### src/rtl/reg_dump_seq_pkg.sv
// Shared definitions for the debug register dump sequencer: FSM encoding,
// frame header default and the frame-length formula.
package reg_dump_seq_pkg;

   typedef enum logic [3:0] {
      IDLE, HDR, SEL, CAP, IDX, B3, B2, B1, B0, CSUM
   } state_t;

   localparam logic [7:0] HEADER_DEFAULT   = 8'hA5;
   localparam int         NUM_REGS_DEFAULT = 16;

   // Header + (index byte + 4 value bytes) per register + checksum.
   function automatic int frame_len(input int num_regs);
      return 2 + 5 * num_regs;
   endfunction

   localparam int FRAME_LEN_DEFAULT = frame_len(NUM_REGS_DEFAULT);

endpackage

### src/rtl/reg_dump_seq_if.sv
// Byte stream with valid/ready handshake; the producer owns data/valid.
interface reg_dump_seq_if;

   logic [7:0] out_data;
   logic       out_valid;
   logic       out_ready;

   modport master (output out_data, output out_valid, input out_ready);
   modport slave  (input out_data, input out_valid, output out_ready);

endinterface

### src/rtl/reg_dump_seq_stream_byte_out.sv
// Registered byte output stage: a load strobe fills the holding register,
// which is then held stable until the consumer accepts it.
module stream_byte_out (
   input  logic          clk,
   input  logic          reset,
   input  logic          i_load,
   input  logic [7:0]    i_data,
   output logic          o_xfer,
   reg_dump_seq_if.master m
);

   logic [7:0] r_data;
   logic       r_valid;

   assign o_xfer      = r_valid & m.out_ready;
   assign m.out_data  = r_data;
   assign m.out_valid = r_valid;

   // NOTE: state is updated with non-blocking assignments so every flop
   // samples pre-edge values, independent of block evaluation order.
   always_ff @(posedge clk or posedge reset) begin
      if (reset) begin
         r_data  <= '0;
         r_valid <= 1'b0;
      end else if (i_load) begin
         r_data  <= i_data;
         r_valid <= 1'b1;
      end else if (o_xfer) begin
         r_valid <= 1'b0;
      end
   end

endmodule

### src/rtl/reg_dump_seq.sv
// Steps the processor debug register select through R0..R(NUM_REGS-1) and
// streams a framed, checksummed byte dump of the sampled values.
module reg_dump_seq
   import reg_dump_seq_pkg::*;
#(
   parameter int         NUM_REGS = NUM_REGS_DEFAULT,
   parameter logic [7:0] HEADER   = HEADER_DEFAULT
) (
   input  logic           clk,
   input  logic           reset,
   input  logic           start,
   output logic [3:0]     DBtheReg,
   input  logic [31:0]    DBtheRegVal,
   reg_dump_seq_if.master stream,
   output logic           busy,
   output logic           done
);

   localparam logic [3:0] LAST_IDX = 4'(NUM_REGS - 1);

   state_t      r_state, w_state_nxt;
   logic [3:0]  r_index, w_index_nxt;
   logic [7:0]  r_csum,  w_csum_nxt;
   logic [31:0] r_cap;
   logic [3:0]  r_db_reg;
   logic        r_done,  w_done_nxt;

   logic        w_cap_en;
   logic        w_load;
   logic [7:0]  w_load_data;
   logic        w_xfer;
   logic [7:0]  w_csum_sum;

   stream_byte_out u_out (
      .clk    (clk),
      .reset  (reset),
      .i_load (w_load),
      .i_data (w_load_data),
      .o_xfer (w_xfer),
      .m      (stream)
   );

   // Running sum including the byte currently being accepted.
   assign w_csum_sum = r_csum + stream.out_data;

   assign DBtheReg = r_db_reg;
   assign busy     = (r_state != IDLE);
   assign done     = r_done;

   always_ff @(posedge clk or posedge reset) begin
      if (reset) begin
         r_state  <= IDLE;
         r_index  <= '0;
         r_csum   <= '0;
         r_cap    <= '0;
         r_db_reg <= '0;
         r_done   <= 1'b0;
      end else begin
         r_state <= w_state_nxt;
         r_index <= w_index_nxt;
         r_csum  <= w_csum_nxt;
         r_done  <= w_done_nxt;
         if (w_cap_en) r_cap <= DBtheRegVal;
         // Select is driven on SEL entry so the value settles a full cycle.
         if (w_state_nxt == SEL) r_db_reg <= w_index_nxt;
      end
   end

   // NOTE: every output of this block gets a default first, so no path
   // through the case statement can infer a latch.
   always_comb begin
      w_state_nxt = r_state;
      w_index_nxt = r_index;
      w_csum_nxt  = r_csum;
      w_done_nxt  = 1'b0;
      w_cap_en    = 1'b0;
      w_load      = 1'b0;
      w_load_data = '0;
      case (r_state)
         IDLE: if (start) begin
            w_state_nxt = HDR;
            w_index_nxt = '0;
            w_csum_nxt  = '0;
            w_load      = 1'b1;
            w_load_data = HEADER;
         end
         HDR:  if (w_xfer) w_state_nxt = SEL;
         SEL:  w_state_nxt = CAP;
         CAP: begin
            w_cap_en    = 1'b1;
            w_load      = 1'b1;
            w_load_data = {4'h0, r_index};
            w_state_nxt = IDX;
         end
         IDX: if (w_xfer) begin
            w_csum_nxt  = w_csum_sum;
            w_load      = 1'b1;
            w_load_data = r_cap[31:24];
            w_state_nxt = B3;
         end
         B3: if (w_xfer) begin
            w_csum_nxt  = w_csum_sum;
            w_load      = 1'b1;
            w_load_data = r_cap[23:16];
            w_state_nxt = B2;
         end
         B2: if (w_xfer) begin
            w_csum_nxt  = w_csum_sum;
            w_load      = 1'b1;
            w_load_data = r_cap[15:8];
            w_state_nxt = B1;
         end
         B1: if (w_xfer) begin
            w_csum_nxt  = w_csum_sum;
            w_load      = 1'b1;
            w_load_data = r_cap[7:0];
            w_state_nxt = B0;
         end
         B0: if (w_xfer) begin
            w_csum_nxt = w_csum_sum;
            if (r_index == LAST_IDX) begin
               w_load      = 1'b1;
               w_load_data = w_csum_sum;
               w_state_nxt = CSUM;
            end else begin
               w_index_nxt = r_index + 4'd1;
               w_state_nxt = SEL;
            end
         end
         CSUM: if (w_xfer) begin
            w_state_nxt = IDLE;
            w_done_nxt  = 1'b1;
         end
         default: w_state_nxt = IDLE;
      endcase
   end

endmodule

### src/flat_wrapper.sv
// flat-port wrapper written by rule: the top's interface ports become plain ports
module reg_dump_seq_flat import reg_dump_seq_pkg::*;
#(
   parameter int         NUM_REGS = NUM_REGS_DEFAULT,
   parameter logic [7:0] HEADER   = HEADER_DEFAULT
)
  (clk, reset, start, DBtheReg, DBtheRegVal, busy, done, stream_out_data, stream_out_valid, stream_out_ready);
  reg_dump_seq_if stream_i ();
  input  logic clk;
  input  logic reset;
  input  logic start;
  output logic [3:0] DBtheReg;
  input  logic [31:0] DBtheRegVal;
  output logic busy;
  output logic done;
  output wire logic [$bits(stream_i.out_data)-1:0] stream_out_data;
  output wire logic [$bits(stream_i.out_valid)-1:0] stream_out_valid;
  input wire logic [$bits(stream_i.out_ready)-1:0] stream_out_ready;
  assign stream_out_data = stream_i.out_data;
  assign stream_out_valid = stream_i.out_valid;
  assign stream_i.out_ready = stream_out_ready;
  reg_dump_seq #(.NUM_REGS(NUM_REGS), .HEADER(HEADER)) u_core (.clk(clk), .reset(reset), .start(start), .DBtheReg(DBtheReg), .DBtheRegVal(DBtheRegVal), .stream(stream_i), .busy(busy), .done(done));
endmodule
### config.mk
export PLATFORM = sky130hd
export DESIGN_NAME = reg_dump_seq_flat
export DESIGN_NICKNAME = d
export VERILOG_FILES = /design/src/rtl/reg_dump_seq_pkg.sv /design/src/rtl/reg_dump_seq_if.sv /design/src/rtl/reg_dump_seq_stream_byte_out.sv /design/src/rtl/reg_dump_seq.sv /design/src/flat_wrapper.sv
export SDC_FILE = /design/constraint.sdc
export NUM_CORES = 1
export LEC_CHECK = 0
export CORE_MARGIN = 2
export CORE_UTILIZATION = 55
export CTS_BUF_LIST = sky130_fd_sc_hd__clkbuf_4
export CTS_CLUSTER_SIZE = 10
export DETAILED_ROUTE_END_ITERATION = 7
export GPL_ROUTABILITY_DRIVEN = 0
export PLACE_DENSITY = 0.91
export SYNTH_ARGS = -nofsm -noshare
export SYNTH_HDL_FRONTEND = slang
export SYNTH_SLANG_ARGS = --single-unit
### constraint.sdc
create_clock -name clk -period 2.8 [get_ports clk]
set_input_delay 0.7 -clock clk [delete_from_list [all_inputs] [get_ports clk]]
set_output_delay 0.7 -clock clk [all_outputs]
set_load 0.03 [all_outputs]
==> impl_results.md <==
* Synth Area in Adders at approximately 3.7%
* Slew HR at approximately 63%
* Crit Path Max Fanout at 2
* Unrepaired setup endpoints after global routing: false
* Die ar. at around 0.0065 sq mm
* Clk_lat worst skew at a little under 0.4 ns
* Crit path cell chain: nor4_2 > inv_1 > clkdlybuf4s50_1
* Cells after Synth at 260
* Outcome: complete, no violations
* WHS Path Cells at 1
* Final Hold Violating Endpoints at 0
* Most frequent cells in the layout: dfrtp_1, clkdlybuf4s50_1, mux2_2
* Number of global-route vias before repair at 2,298
* Layout cells sized above 1 at ~22%
* Reg clk slew, reported paths at approximately 0.09 ns
* Grt total ovfl at 0
* Placeable Area at about 0.0056 sq mm
* # setup viols final at 0
* Clock Skews at 0.01227 ns
* Crit Reg-Reg Startpoint: u_core.r_state[0]
* Initial core utilization at just under 60%
* Htree depth at 3
* Ys async rst share at between 90% and 100%
* Via Count at 2,328
* Vias per cell at 5.939
* CTS Buf Count at 9
* Mapped Area at about 0.0032 sq mm
* Crit start category: register
* R2R Setup Slk at between 0.5 and 0.6 ns
* Die height at 80.46 microns
* Crit end category: output port
* Resized cells post-CTS at 0
* Maximum clock path buffer count at 2
* Min Clock Period, post-route at roughly 2.6 ns
* Class of the worst hold path: reg -> reg
* Hold Path Origin: u_core.DBtheReg[3]
* Total Power at around 3.9 mW
* Peak VDD IR at just under 0.5 mV
* Post-route setup TNS at 0 ns
* Critical Path RT at 2.10 ns
* Port bufs at 50
* Largest net degree at the start of global routing at 40
* FF-to-FF path depth at 6
* Max-cap violations at 0
* Sink Count at between 60 and 70
* Pleak at ~1.7 nW
* Most common cell after layout, fill and taps aside: dfrtp_1
* Worst hold slack at roughly 0.5 ns
* I/O pin count at 51
* Yosys Warn Count at 0
* DP HPWL at between 5 and 6 mm
* Count of pins over their slew limit at 0
* Synth unique cells at 55
* Compound-Gate Fraction of Synth Area at around 14%
* Final wirelength at between 6 and 7 mm
* Max stage delay on crit path at between 0.5 and 0.6 ns
* Fill cells at a little over 400
* Critical path's slowest cell: clkdlybuf4s50_1
* Clk root buf: clkbuf_4
* Post-synthesis mux area share at a little under a fifth
* Hold Crit Endpoint: u_core.DBtheReg[3]
* Rows at 27
* Setup Buffers After CTS at 0
* Drt initial violations at about 220
* Max Clk Rate at 0.3874 GHz
* Tot GR Track Use at 23.44%
* Area grow syn2layout at 22.88%
* Simple-gate share of the synthesized area at between 10% and 20%
* DIE WIDTH at just over 80 microns
* Top FF cell, synth: dfrtp_1
* Crit path DAT at roughly 1.9 ns
* Post-route DRC at 0
* Seq cells post-synth at slightly above 60
* Placed cell count at roughly 380
* Final worst-path cycle share at between 90 and 100%
* Antenna Nets Post-Route at 0
* Per-cell routed wire length at around 18 microns
* Power per standard cell area at slightly below 1000 mW/mm^2
* Mean Syn Cell Area at between 10 and 15 sq um
* Post-Synth XOR/XNOR Area at under 10%
* CTS tree: yes
* Cell Count, Final, Fillers Out at ~390
* Pre-Repair DR Iteration Count at 4
* Global-route wire length before repair at approximately 11 mm
* Syn nets at around 300
* Crit Path Class: reg -> out
* Hold_buf cts at 0
* ANT cells at 0
* Largest family of logic cells by synthesized area: multiplexers
* Initial antenna violation count at 0
* Number of enable flip-flop cells after synthesis at 0
* Final #Nets at between 300 and 400
* Worst-margin pin slew at 0.5579 ns
* Seq/Total Area, Yosys at 48.25%
* End of the worst register-to-register path: u_core.u_out.m.out_data[4]
==> state kept, by name, summed over array words and instances (netlist names) <==
signal and cells:
u_core.r_index 4, u_core.r_csum 8, u_core.DBtheReg 4, u_core.r_cap 32, u_core.u_out.m.out_data 8, u_core.r_state 4, u_core.u_out.m.out_valid 1, u_core.done 1
==> layer usage <==
| layer | track usage, % | share of wire [%] | wire, microns | vias to the layer above |
|---|---|---|---|---|
| li1 | - | - | - | 1098 |
| met1 | 30.04 | 44 | 3058 | 1144 |
| met2 | 38.17 | 49 | 3355 | 77 |
| met3 | 5.955 | 5.3 | 365 | 9 |
| met4 | 9.322 | 1.4 | 99 | 0 |
| met5 | 0 | 0 | 0 | - |
==> cells by family after synthesis <==
logic type | after synthesis
and+or+nand+nor | 62
DFF | 62
AOI/OAI and AO/OA | 59
muxes | 44
buffers and inverters | 19
adders and majority gates | 9
xor gates and xnor gates | 5
==> critical path, delay by kind of cell, from the launching register on <==
| family | cells | cell delay (ns) |
|---|---|---|
| simple gates | 1 | 0.40 |
| buf+inv | 2 | 0.66 |
| flops | 1 | 0.43 |
==> synth_stat cells (2+ instances only) <==
master     n  area [sq um]
a21o_1     4         30.03
a21oi_1   11         55.05
a221o_1    2         20.02
a222oi_1   3         30.03
a22o_1     9         78.83
a31oi_1    3         18.77
and2_1     4         25.02
and3_1     3         18.77
and4b_1    2         20.02
buf_2     10         50.05
dfrtp_1   62          1551
ha_1       8         100.1
inv_1      6         22.52
mux2_1     4         45.04
mux2_2    32         360.4
mux4_2     8         180.2
nand2_1   19         71.32
nand3_1   10         50.05
nor2_1     5         18.77
nor2b_1    6         37.54
nor3_1     4         20.02
o211ai_1   2         15.01
o21a_1     3         22.52
o21ai_0    4         20.02
o21ai_1    3         15.01
xnor2_1    3         26.28
xor2_1     2         17.52
==> final cells by class <==
| cell class | count | area, sq um | area share, % |
|---|---|---|---|
| clock inverter | 6 | 77.57 | 1.963 |
| tap | 72 | 90.09 | 2.280 |
| timing repair buffer | 58 | 573.1 | 14.50 |
| multi-input combinational | 179 | 1569 | 39.71 |
| clock buffer | 9 | 67.56 | 1.710 |
| inverter | 6 | 22.52 | 0.5700 |
| sequential | 62 | 1551 | 39.27 |
==> stage by stage <==
step	worst slack (ns)	area, sq um	utilization [%]
after floorplan	0.5586	3216	-
after global routing	0.1689	3951	70.89
final	0.2190	3951	70.89
after CTS	0.2026	3951	70.89
after detailed placement	0.2436	3806	68.28
after global placement	0.2944	3806	68.28
==> power by group <==
group | switching [mW] | internal, mW | leakage [nW]
clock network | 0.313 | 0.349 | 0.0806
registers | 0.234 | 1.25 | 0.778
logic | 0.872 | 0.900 | 0.870
total | 1.42 | 2.50 | 1.73
==> worst max-delay path by stage <==
| stage | start | endpoint | slack, ns | cells past startpoint |
|---|---|---|---|---|
| global route | u_core.r_state[1] | busy | 0.17 | 3 |
| floorplan | reset | u_core.DBtheReg[0] | 0.56 | 1 |
| finish | u_core.r_state[0] | busy | 0.22 | 3 |
| global placement | stream_out_ready | u_core.u_out.m.out_data[6] | 0.29 | 6 |
| CTS | u_core.r_state[1] | busy | 0.20 | 3 |
| detailed placement | stream_out_ready | u_core.u_out.m.out_data[6] | 0.24 | 6 |
Note: power is estimated with default switching activity, not from simulation.
